$ cat config.mk
export PLATFORM = sky130hd
export DESIGN_NAME = tdm_demux4
export DESIGN_NICKNAME = d
export VERILOG_FILES = /design/src/rtl/tdm_demux4.sv
export SDC_FILE = /design/constraint.sdc
export NUM_CORES = 1
export LEC_CHECK = 0
export CAP_MARGIN = 10
export CORE_MARGIN = 4
export CORE_UTILIZATION = 45
export CTS_CLUSTER_DIAMETER = 200
export DETAILED_ROUTE_END_ITERATION = 10
export PLACE_DENSITY_LB_ADDON = 0.08
export SKIP_LAST_GASP = 1
export SLEW_MARGIN = 20
export SYNTH_ARGS = -nofsm -noshare
export SYNTH_HDL_FRONTEND = slang
export SYNTH_SLANG_ARGS = --single-unit
$ cat constraint.sdc
create_clock -name clk -period 3 [get_ports clk]
set_input_delay 0.3 -clock clk [delete_from_list [all_inputs] [get_ports clk]]
set_output_delay 0.3 -clock clk [all_outputs]
set_load 0.01 [all_outputs]
$ cat src/rtl/tdm_demux4.sv
// tdm_demux4 -- registered 1:4 TDM demultiplexer (receive end of a 4-lane link).
// Locks to the start-of-frame marker and steers each sample to its lane register.
//
// Ports
//   clk, rst_n          single rising-edge clock, synchronous active-low reset
//   in_data[W]          serial TDM sample
//   in_valid            sample valid this cycle (no backpressure)
//   in_sof              with in_valid, marks the lane-0 sample
//   Y[4*W]              lane registers, lane k = Y[k*W +: W]
//   lane_valid[4]       lane write pulse (all ones on frame load in latch mode)
//   frame_done          pulse: lane-3 sample of a locked frame accepted
//   locked              high while in LOCK
//   sync_err            pulse: in_sof at a non-zero slot while in LOCK
//
// Build option: define TDM_FRAME_LATCH_EN to collect samples in a shadow buffer
// and load Y as a whole frame only when frame_done fires.

module tdm_lane_reg #(
  parameter int W = 8
) (
  input  logic         clk,
  input  logic         rst_n,
  input  logic         we,
  input  logic [W-1:0] d,
  output logic [W-1:0] q
);
  always_ff @(posedge clk) begin
    if (!rst_n)  q <= '0;
    else if (we) q <= d;
  end
endmodule

module tdm_demux4 #(
  parameter int W = 8
) (
  input  logic           clk,
  input  logic           rst_n,
  input  logic [W-1:0]   in_data,
  input  logic           in_valid,
  input  logic           in_sof,
  output logic [4*W-1:0] Y,
  output logic [3:0]     lane_valid,
  output logic           frame_done,
  output logic           locked,
  output logic           sync_err
);
  typedef enum logic {HUNT = 1'b0, LOCK = 1'b1} state_t;

  state_t          state_q, state_d;
  logic [1:0]      slot_q, slot_d;
  logic [3:0]      wr;       // one-hot lane write this cycle
  logic [3:0]      lv_d;
  logic            fdone_d, serr_d;
  logic [3:0][W-1:0] lane_q;

  always_comb begin
    state_d = state_q;
    slot_d  = slot_q;
    wr      = 4'b0000;
    fdone_d = 1'b0;
    serr_d  = 1'b0;
    if (in_valid) begin
      unique case (state_q)
        HUNT: if (in_sof) begin
          wr      = 4'b0001;
          state_d = LOCK;
          slot_d  = 2'd1;
        end
        LOCK: if (in_sof) begin
          // A marker mid-frame abandons the partial frame and restarts at lane 0.
          wr      = 4'b0001;
          serr_d  = (slot_q != 2'd0);
          slot_d  = 2'd1;
        end else begin
          wr      = 4'b0001 << slot_q;
          fdone_d = (slot_q == 2'd3);
          slot_d  = slot_q + 2'd1;
        end
        default: ;
      endcase
    end
  end

  always_ff @(posedge clk) begin
    if (!rst_n) begin
      state_q    <= HUNT;
      slot_q     <= 2'd0;
      lane_valid <= 4'b0000;
      frame_done <= 1'b0;
      sync_err   <= 1'b0;
    end else begin
      state_q    <= state_d;
      slot_q     <= slot_d;
      lane_valid <= lv_d;
      frame_done <= fdone_d;
      sync_err   <= serr_d;
    end
  end

  assign locked = (state_q == LOCK);
  assign Y      = lane_q;

`ifdef TDM_FRAME_LATCH_EN
  // A lane-3 write only happens on the last sample of a locked frame, so wr[3]
  // doubles as the whole-frame load strobe.
  logic [2:0][W-1:0] shadow_q;
  assign lv_d = {4{wr[3]}};

  for (genvar k = 0; k < 4; k++) begin : g_lane
    if (k < 3) begin : g_buf
      tdm_lane_reg #(.W(W)) u_shadow (
        .clk(clk), .rst_n(rst_n), .we(wr[k]), .d(in_data), .q(shadow_q[k])
      );
      tdm_lane_reg #(.W(W)) u_out (
        .clk(clk), .rst_n(rst_n), .we(wr[3]), .d(shadow_q[k]), .q(lane_q[k])
      );
    end else begin : g_last
      tdm_lane_reg #(.W(W)) u_out (
        .clk(clk), .rst_n(rst_n), .we(wr[3]), .d(in_data), .q(lane_q[k])
      );
    end
  end
`else
  assign lv_d = wr;

  for (genvar k = 0; k < 4; k++) begin : g_lane
    tdm_lane_reg #(.W(W)) u_out (
      .clk(clk), .rst_n(rst_n), .we(wr[k]), .d(in_data), .q(lane_q[k])
    );
  end
`endif

endmodule
Yosys cells after proc, flatten, opt, wreduce, memory -nomap -nowiden
Cells that the tools add are included.
{ "classes": {"n_reduce_logical": 4, "muxes": 9, "add_sub_neg": 1, "n_eq_ne": 2, "n_shift": 1, "bitwise": 3} }
{ "ops": {"columns": ["op", "n"], "rows": [
  ["two-way mux 4 bit", 2],
  ["case mux 4 bit (2 select lines)", 1],
  ["two-way mux 2 bit", 2],
  ["case mux 2 bit (2 select lines)", 1],
  ["AND reduction 4 bit", 1],
  ["OR reduction 4 bit", 1],
  ["left shift 1 x 2 -> 4 bit, first input constant", 1],
  ["two-way mux 1 bit", 3],
  ["NOT 1 bit", 3],
  ["adder 2 x 1 -> 2 bit, second input constant", 1],
  ["== test 2 bit, second input constant", 1],
  ["!= test 2 bit, second input constant", 1],
  ["AND reduction 2 bit", 1],
  ["nonzero test 2 bit", 1]
]} }
{ "totals": {"output_inout_bits": 39, "register_bits": 41, "wordCells": 29, "in_bits": 12} }

Logic depth before layout (Yosys ltp)
Gate-level depths: netlist of the first run.
{ "depth": {"word_depth": 4, "ltp_mapped": 6, "ltp_nobuf": 5} }

Modules after synthesis
From an unflattened synthesis of the first run, not the netlist that was laid out.
{ "hier_totals": {"cells_unflattened": 140, "hier_area_um2": 1590.3} }
{ "modules_own_cells": {"columns": ["mod", "cells_each", "instances", "seq_area_each_um2", "area_each_um2"], "rows": [
  ["tdm_lane_reg", 25, 4, 160.2, 301.5],
  ["tdm_demux4", 40, 1, 180.2, 384.1]
]} }

Least setup slack after synthesis of the first run
Ideal clock, no wire load.
{ "synth_path": {"kind": "flip-flop to flip-flop", "startpoint": "reg slot_q[0]", "endpoint": "reg g_lane[0].u_out.q[0]", "t_arrival_ps": 1139, "path_buffers": 0, "t_required_ps": 2928, "slack_ps": 1789, "path_stages_with_launch": 6, "path_cell_list": "dfxtp_1 inv_1 ha_1 a21o_1 nand2_4 mux2i_1"} }
{ "synth_via": {"elab_chain_cells": 4} }
{ "synth_lines": {"columns": ["item", "line_no", "rtl"], "rows": [
  ["from (decl)", "50", "logic [1:0] slot_q, slot_d;"],
  ["from (signal assigned)", "93", "slot_q <= slot_d;"],
  ["left shift 1 x 2 -> 4 bit", "75", "wr = 4'b0001 << slot_q;"],
  ["two-way mux 4 bit", "69", "LOCK: if (in_sof) begin"],
  ["case mux 4 bit (2 select lines)", "63", "unique case (state_q)"],
  ["two-way mux 4 bit", "62", "if (in_valid) begin"],
  ["to (signal assigned)", "28", "if (!rst_n) q <= '0;"],
  ["to (signal assigned)", "29", "else if (we) q <= d;"],
  ["to (decl)", "25", "output logic [W-1:0] q"]
]} }
Every way passes these cells.
A chain may end at the register's enable or synchronous reset.

Worst setup path in the final report of the first run
{ "layout_path": {"startpoint": "reg state_q, in the netlist locked", "endpoint": "out locked"} }
{ "layout_rtl": {"columns": ["item", "line_no", "rtl"], "rows": [
  ["from (decl)", "49", "state_t state_q, state_d;"],
  ["from (signal assigned)", "92", "state_q <= state_d;"],
  ["to (decl)", "44", "output logic locked,"]
]} }
No word-level cell between the ends.

==> results of run 1 <==
[kinds of logic (layout without fill, tap and decap cells)]
family	Yosys count	count (layout)	synth area share, %
compound gates	29	29	12.4
fa+ha+maj	4	4	3.21
buf+inv	13	63	5.94
flops	41	41	52.6
mux	8	8	5.14
simple gates	55	55	20.6
[worst paths after layout]
check	from	endpoint	slack, ns	cells past startpoint
worst max register to register	locked	g_lane[3].u_out.q[3]	1.61	3
worst max-delay path	locked	locked	1.10	1
worst min register to register	g_lane[1].u_out.q[0]	g_lane[1].u_out.q[0]	0.47	2
worst min-delay path	g_lane[1].u_out.q[0]	g_lane[1].u_out.q[0]	0.47	2
[per-stage QoR]
stage | power (mW) | setup slack (ns) | hold WS (ns) | instance area (um^2) | utilization [%]
after global placement | 0.662 | 1.20 | 0.447 | 2050 | 61.5
final | 1.01 | 1.10 | 0.466 | 2130 | 64.0
after floorplan | 0.624 | 1.79 | 0.444 | 1560 | -
after detailed placement | 0.664 | 1.11 | 0.450 | 2050 | 61.5
after CTS | 1.02 | 1.09 | 0.471 | 2130 | 64.0
after global routing | 1.05 | 1.04 | 0.493 | 2130 | 64.0
[routing by layer]
metal | wire length [um] | track usage [%] | up-vias | part of all wire [%]
met1 | 1530 | 21.3 | 544 | 46
li1 | - | - | 619 | -
met5 | 0 | 0 | - | 0
met3 | 213 | 5.06 | 8 | 6.4
met4 | 61 | 7.59 | 0 | 1.8
met2 | 1520 | 25.0 | 42 | 46
[layout by cell type (no fill, tap or decap)]
| cell type | instances |
|---|---|
| sky130_fd_sc_hd__clkdlybuf4s50_1 | 50 |
| sky130_fd_sc_hd__dfxtp_1 | 41 |
| sky130_fd_sc_hd__nand3_1 | 22 |
| sky130_fd_sc_hd__nand2_1 | 16 |
| sky130_fd_sc_hd__o21ai_1 | 14 |
| sky130_fd_sc_hd__o21ai_2 | 10 |
| sky130_fd_sc_hd__nor2_1 | 9 |
| sky130_fd_sc_hd__mux2i_1 | 8 |
| sky130_fd_sc_hd__clkbuf_4 | 5 |
| sky130_fd_sc_hd__ha_1 | 4 |
| sky130_fd_sc_hd__inv_1 | 3 |
| sky130_fd_sc_hd__nand4b_4 | 3 |
| sky130_fd_sc_hd__nand3_2 | 2 |
| sky130_fd_sc_hd__buf_4 | 2 |
| sky130_fd_sc_hd__a21o_1 | 1 |
| sky130_fd_sc_hd__nand2_4 | 1 |
| sky130_fd_sc_hd__and3b_1 | 1 |
| sky130_fd_sc_hd__o21a_1 | 1 |
| sky130_fd_sc_hd__a211oi_1 | 1 |
| sky130_fd_sc_hd__nand4_1 | 1 |
| sky130_fd_sc_hd__a21oi_1 | 1 |
| sky130_fd_sc_hd__a2bb2oi_1 | 1 |
| sky130_fd_sc_hd__clkinvlp_4 | 1 |
| sky130_fd_sc_hd__clkinv_4 | 1 |
| sky130_fd_sc_hd__bufinv_16 | 1 |
[worst min-delay path, delay by kind of cell, from the launching register on]
kind,cells,cell delay [ns]
DFF,1,0.33
and+or+nand+nor,1,0.05
AOI/OAI and AO/OA,1,0.05
[registers in the layout, indices dropped and copies added, names as in the netlist]
signal          flops
slot_q              2
sync_err            1
frame_done          1
g_lane.u_out.q     32
lane_valid          4
locked              1
[layout make-up]
type / instances / area (um^2) / area share, %
Clock inverter: 3 / 46.3 / 2.17
Clock buffer: 5 / 37.5 / 1.76
Inverter: 3 / 11.3 / 0.528
Tap cell: 46 / 57.6 / 2.70
Multi-Input combinational cell: 96 / 646 / 30.2
Timing Repair Buffer: 52 / 515 / 24.2
Sequential cell: 41 / 821 / 38.5
[power breakdown]
part | switching, mW | internal [mW] | leakage, nW
combinational | 0.0442 | 0.0433 | 0.474
sequential | 0.00863 | 0.555 | 0.332
clock | 0.186 | 0.176 | 0.0414
total | 0.238 | 0.774 | 0.847
==> results.txt, run 1 <==
Of all nets on the critical path, the largest fanout is 9. The via count of the first global-routing pass was 1,159; the required time of the worst setup path was 2.70 ns. For the final count of negative-setup-slack endpoints, the log shows 0. Buffers added to address setup during post-CTS repair amount to 0. The slew at the pin closest to its max-slew limit is 0.513 ns. Sequential elements use 52.6% of the synthesized area. After routing, the total negative slack on setup checks comes to 0 ns.

Fill cells in the final layout number 285. The area growth from synthesis to layout is 36.9%. In this run the count of I/O pins placed on the die edge is 51. The clock latency on the worst-skew pair was 0.34 ns; the clock-pin slew on the worst setup and hold paths was 0.12 ns. The length of the first detailed-routing pass in iterations is 4, and the net count of the mapped netlist is 166. Kind of cell adding the most delay to the critical path: flip-flops. Entering global routing, the biggest net connects 19 pins.

The worst path uses 63.3% of the clock period. The number of hold-repair buffers added at the cts stage is 0, and the antenna diode count is 0. For the number of distinct standard cells referenced by the synthesized netlist, the log shows 21. The largest total area in the synthesized netlist belongs to sky130_fd_sc_hd__dfxtp_1. The number of cell rows is 21.

IR analysis of the VDD net gives a maximum drop of 0.000448 V. TritonCTS built the clock tree. The via count normalized by instance count works out to 4.93. Measured against its own limit, the worst slew margin works out to 65.7%. The count of port buffers added during placement is 50, and the number of synthesized flops with an enable pin is 0. The clock net in this run drives a total of 41 sinks.

The signal arrival time at the worst endpoint came out at 1.60 ns. After detailed routing, the number of remaining DRC violations is 0. Synthesis produced a netlist whose cell count is 150. The floorplan step defined a die boundary enclosing 0.00447 mm^2. The net count of the finished layout came out at 215.

The total buffers and inverters traversed by the critical path is 1. The number of failing hold endpoints at the final stage is 0. The largest single stage delay on the critical path is 0.63 ns.

The die is 66.9 um tall. Standard cell with the maximum stage delay on the critical path: sky130_fd_sc_hd__dfxtp_1. After detailed placement, the design holds a cell count of 238.

For the core region area, the log shows 0.00334 mm^2. The most frequent cell after synthesis was sky130_fd_sc_hd__dfxtp_1. For this block, the initial DRC count from the detailed router was 58. The final max-slew violation count came out at 0.

The most used flip-flop cell after synthesis is sky130_fd_sc_hd__dfxtp_1. Dividing the detail-routed wire length by the instance count gives 13.5 um. CTS built an H-tree with a depth of 2. The share of final-layout standard cells stronger than drive strength 1 came out at 13.0%.

HPWL after detailed placement: 2500 um. The initial utilization of the core area, before any placement, comes to 46.7%. Global routing finished with a remaining overflow of 0. Yosys printed 0 warnings.

The type of element capturing the critical path was an output pin. The startpoint type of the worst setup path is a register. By count the netlist is led by sky130_fd_sc_hd__dfxtp_1, sky130_fd_sc_hd__nand3_1, sky130_fd_sc_hd__nand2_1, sky130_fd_sc_hd__o21ai_1, sky130_fd_sc_hd__o21ai_2. The critical path goes through clkdlybuf4s50_1.

Flip-flop and latch count after synthesis: 41. Summed over all layers, the routed wires come to 3320 um. For the post-synth design cell area, the log shows 0.00156 mm^2.

The average instance in the mapped netlist occupies 10.4 um^2. The first-pass GRT wire length was 5430 um; the maximum clock frequency was 527 MHz. The run gives 0 as the post-CTS resize count. The worst setup path is of the reg -> out kind. Maximum clock path buffer count: 2. The path category of the worst min-delay check is reg -> reg. For this design the ratio of total power to cell area is 474 mW/mm^2. Initial antenna violation count: 0. The run finished with clean final reports. The standby leakage power is 0.847 nW. The library cell used as clock root buffer is sky130_fd_sc_hd__clkbuf_4. Max-cap violations in this run came to 0. Measured along the x axis, the die boundary spans 66.9 um. For the total vias in the final route, the log shows 1,213. Overall track demand over capacity in global routing: 16.5%. The area share of the largest cell type after synthesis is 52.6%, and the clock buffer count from CTS is 5. Leaving out filler cells and counting taps, the final layout contains 246. By area the synthesized netlist is led by sky130_fd_sc_hd__dfxtp_1, sky130_fd_sc_hd__nand3_1, sky130_fd_sc_hd__o21ai_2. The number of antenna-violating nets in the routed design was 0. The placer's final routability congestion estimate was 0.855. The largest clock skew in the final design is 0.00248 ns.

The proportion of synthesized flip-flops having asynchronous set or reset is 0%. The shortest period the worst path allows works out to 1.90 ns. Setup repair after global routing left no endpoint under its margin.
No activity file was read; power rests on OpenSTA's default activity.
==> run 2, diff against run 1 <==
--- a/config.mk
+++ b/config.mk
@@ -7,7 +7,7 @@
 export LEC_CHECK = 0
 export CAP_MARGIN = 10
 export CORE_MARGIN = 4
-export CORE_UTILIZATION = 45
+export CORE_UTILIZATION = 40
 export CTS_CLUSTER_DIAMETER = 200
 export DETAILED_ROUTE_END_ITERATION = 10
 export PLACE_DENSITY_LB_ADDON = 0.08
==> constraint.sdc (replaced) <==
create_clock -name clk -period 1.66 [get_ports clk]
set_input_delay 0.166 -clock clk [delete_from_list [all_inputs] [get_ports clk]]
set_output_delay 0.166 -clock clk [all_outputs]
set_load 0.01 [all_outputs]
==> run 2 against run 1 <==
  * Routed wire length is 1.8% higher
  * First-iteration DRC count decreased by 60%
  * Hold slack got worse by 0.0088 ns
  * Highest routed layer unchanged
  * Via count grew 0.25%
  * Setup slack worse by 0.87 ns
==> results.txt, run 2 (synthesis gave the netlist of run 1 again) <==
The source of the worst hold timing path is g_lane[0].u_out.q[1] (was g_lane[1].u_out.q[0]). Commonest non-fill, non-tap cell in the layout: sky130_fd_sc_hd__clkdlybuf4s50_1 (unchanged). The HPWL after detailed placement is 2520 um (was 2500 um). Setup repair after global routing left no endpoint under its margin. The number of clock sinks is 41 (unchanged), and the total power density per cell area is 834 mW/mm^2 (was 474 mW/mm^2). Static timing analysis puts the maximum clock frequency at 701 MHz. The logs give 43 (was 19) for the pin count of the biggest net entering global routing and 218 (was 215) for the net count of the finished layout.

TritonCTS built the clock tree. The maximum cell stage delay along the critical path was 0.57 ns (was 0.63 ns); the setup TNS was 0 ns (unchanged). First-pass GRT wire length: 5930 um (was 5430 um). The run finished with clean final reports. The clock-pin slew on the worst setup and hold paths came out at 0.07 ns (was 0.12 ns).

The final max-slew violation count was 0 (unchanged); the final count of negative-setup-slack endpoints was 0 (unchanged). The count of maximum capacitance violations is 0 (unchanged). For the total I/O pin count, the log shows 51 (unchanged).

The die height was 70.4 um (was 66.9 um); the number of failing hold endpoints at the final stage was 0 (unchanged). Number of DRC violations after detailed-routing iteration 0: 23 (was 58). The path category of the worst min-delay check is reg -> reg (unchanged). The share of final-layout standard cells stronger than drive strength 1 was 13.4% (was 13.0%); the worst slack on hold paths was 0.458 ns (was 0.466 ns). The slew at the pin closest to its max-slew limit works out to 0.345 ns (was 0.513 ns).

Length of the first detailed-routing pass in iterations: 4 (unchanged). The tools report the launch point of the worst reg-to-reg path as slot_q[0] (was locked). Synthesis-to-layout area growth: 39.5% (was 36.9%).

The post-route DRC violation count was 0 (unchanged). The final cycle utilization of the critical path came out at 86.0%. The standard cell with the maximum stage delay on the critical path was sky130_fd_sc_hd__clkdlybuf4s50_1 (was sky130_fd_sc_hd__dfxtp_1). The largest register by flop count was g_lane.u_out.q (unchanged).

Biggest registers after layout: g_lane.u_out.q (32), lane_valid (4), slot_q (2) (unchanged). The routed wire length per instance is 13.5 um (about the same). The wire length reported by the detailed router was 3380 um (was 3320 um); the maximum ir drop on the vdd rail was 0.000665 V (was 0.000448 V). The run gives 2 (unchanged) as the maximum clock path buffer count.

Commonest cells after routing, fill and taps aside: sky130_fd_sc_hd__clkdlybuf4s50_1, sky130_fd_sc_hd__dfxtp_1, sky130_fd_sc_hd__nand3_1 (unchanged). The run gives 0 (unchanged) as the post-CTS resize count. The via count normalized by instance count came out at 4.86 (was 4.93). The largest clock skew in the final design was 0.00329 ns (was 0.00248 ns); the antenna diode count was 0 (unchanged). The signal arrival time at the worst endpoint is 1.26 ns (was 1.60 ns).

The clock latency on the worst-skew pair was 0.28 ns (was 0.34 ns). The run gives 1.49 ns (was 2.70 ns) as the required time of the worst setup path. The type of element capturing the critical path was an output pin (unchanged).

The number of antenna-violating nets in the routed design was 0 (unchanged); the x dimension of the die was 70.4 um (was 66.9 um). For the number of hold-repair buffers added at the cts stage, the log shows 0 (unchanged). The tools report the startpoint type of the worst setup path as a register (unchanged). The number of cell rows was 22 (was 21). For the depth of the CTS H-tree, the log shows 2 (unchanged). The worst setup path category was reg -> out (unchanged).

The run gives 15.2% (was 16.5%) as the overall track demand over capacity in global routing. The kind of cell adding the most delay to the critical path is buffers and inverters (was flip-flops). The number of flip-flops in the largest register is 32 (unchanged). The clock buffer count from CTS is 5 (unchanged).

The tools report the relative slew slack as 76.9% (was 65.7%). The run gives 0.706 (was 0.855) as the placer's final routability congestion estimate. Cell Chain, Critical Path: clkdlybuf4s50_1 (unchanged). The initial antenna violation count was 0 (unchanged).

The run gives 0.868 nW (was 0.847 nW) as the standby leakage power. The shortest period the worst path allows is 1.43 ns, and the via count of the first global-routing pass is 1,275 (was 1,159). The overall die area came out at 0.00496 mm^2 (was 0.00447 mm^2). Total buffers and inverters traversed by the critical path: 1 (unchanged).

The core region area is 0.00372 mm^2 (was 0.00334 mm^2). The logs give 243 (was 238) for the number of cells after detailed placement and 42.0% (was 46.7%) for the initial core utilization. The post-CTS repair timing setup buffer count is 0 (unchanged), and the total vias in the final route is 1,216 (was 1,213).

The count of port buffers added during placement works out to 50 (unchanged). The tools report the start point of the critical path as locked (unchanged). The tools report the non-filler instance count after layout as 250 (was 246). The library cell used as clock root buffer was sky130_fd_sc_hd__clkbuf_8 (was sky130_fd_sc_hd__clkbuf_4).

The largest fanout on the critical path works out to 4 (was 9). The run gives 0 (unchanged) as the overflow left after global routing.
run 2: path summary, 6_finish.rpt:
path / end / slack [ns] / depth (start not counted)
worst min register to register: g_lane[0].u_out.q[1] / 0.46 / 2
worst max register to register: g_lane[0].u_out.q[2] / 0.28 / 5
worst max-delay path: locked / 0.23 / 1
worst min-delay path: g_lane[0].u_out.q[1] / 0.46 / 2
run 2: stage by stage:
| stage | setup slack [ns] | total power, mW | instance area [um^2] | utilization [%] |
|---|---|---|---|---|
| after floorplan | 0.449 | 1.13 | 1560 | - |
| after global routing | 0.156 | 1.90 | 2170 | 58.5 |
| after CTS | 0.210 | 1.85 | 2170 | 58.5 |
| after global placement | 0.143 | 1.20 | 2090 | 56.2 |
| after detailed placement | 0.0808 | 1.21 | 2090 | 56.2 |
| final | 0.233 | 1.81 | 2170 | 58.5 |
run 2: area by class of cell:
cell class,count,area (um^2)
fill,340,1540
sequential,41,821
multi-input combinational,96,646
timing repair buffer,55,551
clock buffer,7,86.3
tap,48,60.1
inverter,3,11.3
run 2: where the power goes:
part / switching (mW) / internal [mW] / total (mW)
Clock: 0.301 / 0.329 / 0.630
Sequential: 0.0115 / 1.00 / 1.01
Combinational: 0.0863 / 0.0840 / 0.170
Total: 0.399 / 1.42 / 1.81
run 2: per-layer routing:
layer | vias up | track usage, % | share of wire, %
met3 | 5 | 5.47 | 5.6
met4 | 0 | 5.74 | 1.7
li1 | 622 | - | -
met2 | 32 | 27.2 | 53
met5 | - | 0 | 0
met1 | 557 | 16.2 | 40
==> run 3, diff against run 2 <==
--- a/config.mk
+++ b/config.mk
@@ -6,7 +6,7 @@
 export NUM_CORES = 1
 export LEC_CHECK = 0
 export CAP_MARGIN = 10
-export CORE_MARGIN = 4
+export CORE_MARGIN = 3
 export CORE_UTILIZATION = 40
 export CTS_CLUSTER_DIAMETER = 200
 export DETAILED_ROUTE_END_ITERATION = 10
==> run 3 against run 2 <==
  * Sequential power about the same
  * Routed wire length rose by 1.7%
  * Cell count is 0.40% lower
  * Global-route usage rose by 1.1 points
  * Non-clock buffer count is 2 lower
  * Clock skew up 0.0016 ns
  * Sequential share of layout area increased by 0.33 points
  * Largest power group unchanged
  * Highest routed layer unchanged
==> results.txt, run 3 (synthesis gave the netlist of run 1 again) <==
The clock buffer count from CTS is 5 (unchanged). The library cell used as clock root buffer was sky130_fd_sc_hd__clkbuf_8 (unchanged). The run gives 408 uW (was 399 uW) as the switching power.

Worst setup path category: reg -> reg (was reg -> out). Die height: 68.4 um (was 70.4 um). Commonest cells after routing, fill and taps aside: sky130_fd_sc_hd__clkdlybuf4s50_1, sky130_fd_sc_hd__dfxtp_1, sky130_fd_sc_hd__nand3_1 (unchanged). The final max-slew violation count is 0 (unchanged). For the number of hold-repair buffers added at the cts stage, the log shows 0 (unchanged). The tools report the number of antenna-violating nets in the routed design as 0 (unchanged).

The net count of the finished layout is 216 (was 218). The maximum clock path buffer count is 2 (unchanged). The via count of the first global-routing pass was 1,199 (was 1,275); the maximum cell stage delay along the critical path was 0.40 ns (was 0.57 ns). The initial antenna violation count is 0 (unchanged), and the overall track demand over capacity in global routing is 16.3% (was 15.2%). The number of cells after detailed placement is 241 (was 243).

The via count normalized by instance count is 4.90 (was 4.86). The switching share of power is 22.9% (was 22.0%). For the signal arrival time at the worst endpoint, the log shows 1.60 ns (was 1.26 ns). The clock-pin slew on the worst setup and hold paths was 0.07 ns (about the same); the number of flip-flops in the largest register was 32 (unchanged).

The routed wire length per instance was 13.8 um (was 13.5 um). The tools report the overall die area as 0.00468 mm^2 (was 0.00496 mm^2). The part of the power in registers is 56.7% (was 55.9%), and the number of cell rows is 22 (unchanged).

The post-route standard cell area excluding fillers is 0.00216 mm^2 (was 0.00217 mm^2), and the post-route DRC violation count is 0 (unchanged). For the total cell area at the placement stage, the log shows 0.00207 mm^2 (was 0.00209 mm^2). For the post-CTS repair timing setup buffer count, the log shows 0 (unchanged). The number of failing hold endpoints at the final stage was 0 (unchanged). Overflow left after global routing: 0 (unchanged). The relative slew slack is 78.1% (was 76.9%), and the maximum ir drop on the vdd rail is 0.000473 V (was 0.000665 V). The length of the first detailed-routing pass in iterations was 4 (unchanged); the required time of the worst setup path was 1.87 ns (was 1.49 ns).

The tools report the depth of the CTS H-tree as 2 (unchanged). Commonest non-fill, non-tap cell in the layout: sky130_fd_sc_hd__clkdlybuf4s50_1 (unchanged). The standard cell with the maximum stage delay on the critical path is sky130_fd_sc_hd__dfxtp_1 (was sky130_fd_sc_hd__clkdlybuf4s50_1).

The part of the power in combinational logic is 9.7% (was 9.4%), and the wire length reported by the detailed router is 3440 um (was 3380 um). For the HPWL after detailed placement, the log shows 2440 um (was 2520 um). Largest clock skew in the final design: 0.00494 ns (was 0.00329 ns). The worst min-delay path endpoint is g_lane[2].u_out.q[7] (was g_lane[0].u_out.q[1]). Worst reg-to-reg setup slack: 0.28 ns (about the same). Cell Chain, Critical Path: inv_1 > ha_1 > a21o_1 > nand2_4 > mux2i_1 (was clkdlybuf4s50_1). The post-placement worst setup slack was 0.0777 ns (was 0.0808 ns). The largest fanout on the critical path was 9 (was 4); the synthesis-to-layout area growth was 38.3% (was 39.5%). The count of port buffers added during placement works out to 50 (unchanged).

The antenna diode count was 0 (unchanged). The tools report the core region area as 0.00372 mm^2 (unchanged). Biggest registers after layout: g_lane.u_out.q (32), lane_valid (4), slot_q (2) (unchanged). The tools report the standby leakage power as 0.861 nW (was 0.868 nW).

The final cycle utilization of the critical path is 83.4% (was 86.0%). Setup repair after global routing left no endpoint under its margin. The count of maximum capacitance violations is 0 (unchanged). The share of final-layout standard cells stronger than drive strength 1 is 12.9% (was 13.4%). The run finished with clean final reports.

The tools report the setup TNS as 0 ns (unchanged). The total I/O pin count was 51 (unchanged). Type of element capturing the critical path: a register (was an output pin). TritonCTS built the clock tree. The post-layout worst setup margin was 0.275 ns (was 0.233 ns); the final count of negative-setup-slack endpoints was 0 (unchanged).

The slew at the pin closest to its max-slew limit was 0.329 ns (was 0.345 ns). Maximum clock frequency: 722 MHz (was 701 MHz). The number of DRC violations after detailed-routing iteration 0 was 54 (was 23); the total power density per cell area was 828 mW/mm^2 (was 834 mW/mm^2). The worst reg2reg path depth came out at 5 (unchanged). The placer's final routability congestion estimate is 0.789 (was 0.706). The capture point of the worst reg-to-reg path was g_lane[0].u_out.q[3] (was g_lane[0].u_out.q[2]). The shortest period the worst path allows was 1.38 ns (was 1.43 ns); the cell-internal power was 1.38 mW (was 1.42 mW). The number of clock sinks was 41 (unchanged); the first-pass GRT wire length was 5560 um (was 5930 um).

The relative contribution of the clock network to total power was 33.6% (was 34.7%); the worst hold path depth was 2 (unchanged). The tools report the total vias in the final route as 1,219 (was 1,216). The x dimension of the die came out at 68.4 um (was 70.4 um).

The launch point of the worst reg-to-reg path was slot_q[0] (unchanged). The initial core utilization came out at 42.0% (unchanged). The path category of the worst min-delay check is reg -> reg (unchanged). The clock latency on the worst-skew pair was 0.28 ns (about the same).

Post-CTS resize count: 0 (unchanged). The largest register by flop count was g_lane.u_out.q (unchanged). The source of the worst hold timing path was g_lane[2].u_out.q[7] (was g_lane[0].u_out.q[1]). Startpoint type of the worst setup path: a register (unchanged).

The pin count of the biggest net entering global routing is 43 (unchanged), and the non-filler instance count after layout is 249 (was 250).
## run 3: cell count changes in the layout (fill, tap and decap cells not counted), sizes merged
| cell | change |
|---|---|
| clkinv | +2 |
| clkbuf | -1 |
| buf | -2 |
## run 3: routing by layer
| layer | vias to the layer above | routed length, um | global-route usage (%) | part of all wire, % |
|---|---|---|---|---|
| met1 | 561 | 1450 | 18.9 | 42 |
| met3 | 6 | 227 | 5.75 | 6.6 |
| met4 | 0 | 52 | 6.20 | 1.5 |
| met2 | 34 | 1720 | 27.4 | 50 |
| li1 | 618 | - | - | - |
| met5 | - | 0 | 0 | 0 |
## run 3: power groups by stage
stage	clock network (mW)	registers (mW)	logic, mW
after detailed placement	0	1.03	0.174
after global placement	0	1.03	0.171
after CTS	0.626	1.01	0.175
after global routing	0.667	1.01	0.188
final	0.600	1.01	0.173
after floorplan	0	1.04	0.0865
## run 3: layout make-up
class                   instances  area (um^2)
clock buffers                   6         72.6
clock inverters                 2         10.0
fillers                       344         1560
inverters                       3         11.3
multi-input cells              96          646
flip-flops and latches         41          821
well taps                      48         60.1
repair buffers                 53          536
## run 3: critical path, delay by kind of cell (launching register included)
kind                     cells  cell delay [ns]
buffers and inverters        1             0.09
AND/OR/NAND/NOR              1             0.19
multiplexers                 1             0.20
adder cells (fa/ha/maj)      1             0.22
AO/OA/AOI/OAI                1             0.21
flip-flops                   1             0.40
## run 3: metrics by stage
step	power (mW)	utilization [%]	hold WS, ns
floorplan	1.13	-	0.310
global placement	1.20	55.8	0.446
detailed placement	1.21	55.8	0.456
CTS	1.81	58.0	0.466
global route	1.87	58.0	0.475
finish	1.78	58.0	0.461
## run 3: worst max path at each step
| stage | to | cells after the start | start |
|---|---|---|---|
| floorplan | g_lane[0].u_out.q[0] | 5 | slot_q[0] |
| global placement | g_lane[3].u_out.q[3] | 4 | in_valid |
| detailed placement | g_lane[3].u_out.q[4] | 4 | in_valid |
| CTS | Y[17] | 1 | g_lane[2].u_out.q[1] |
| global route | g_lane[0].u_out.q[6] | 5 | slot_q[0] |
| finish | g_lane[0].u_out.q[3] | 5 | slot_q[0] |
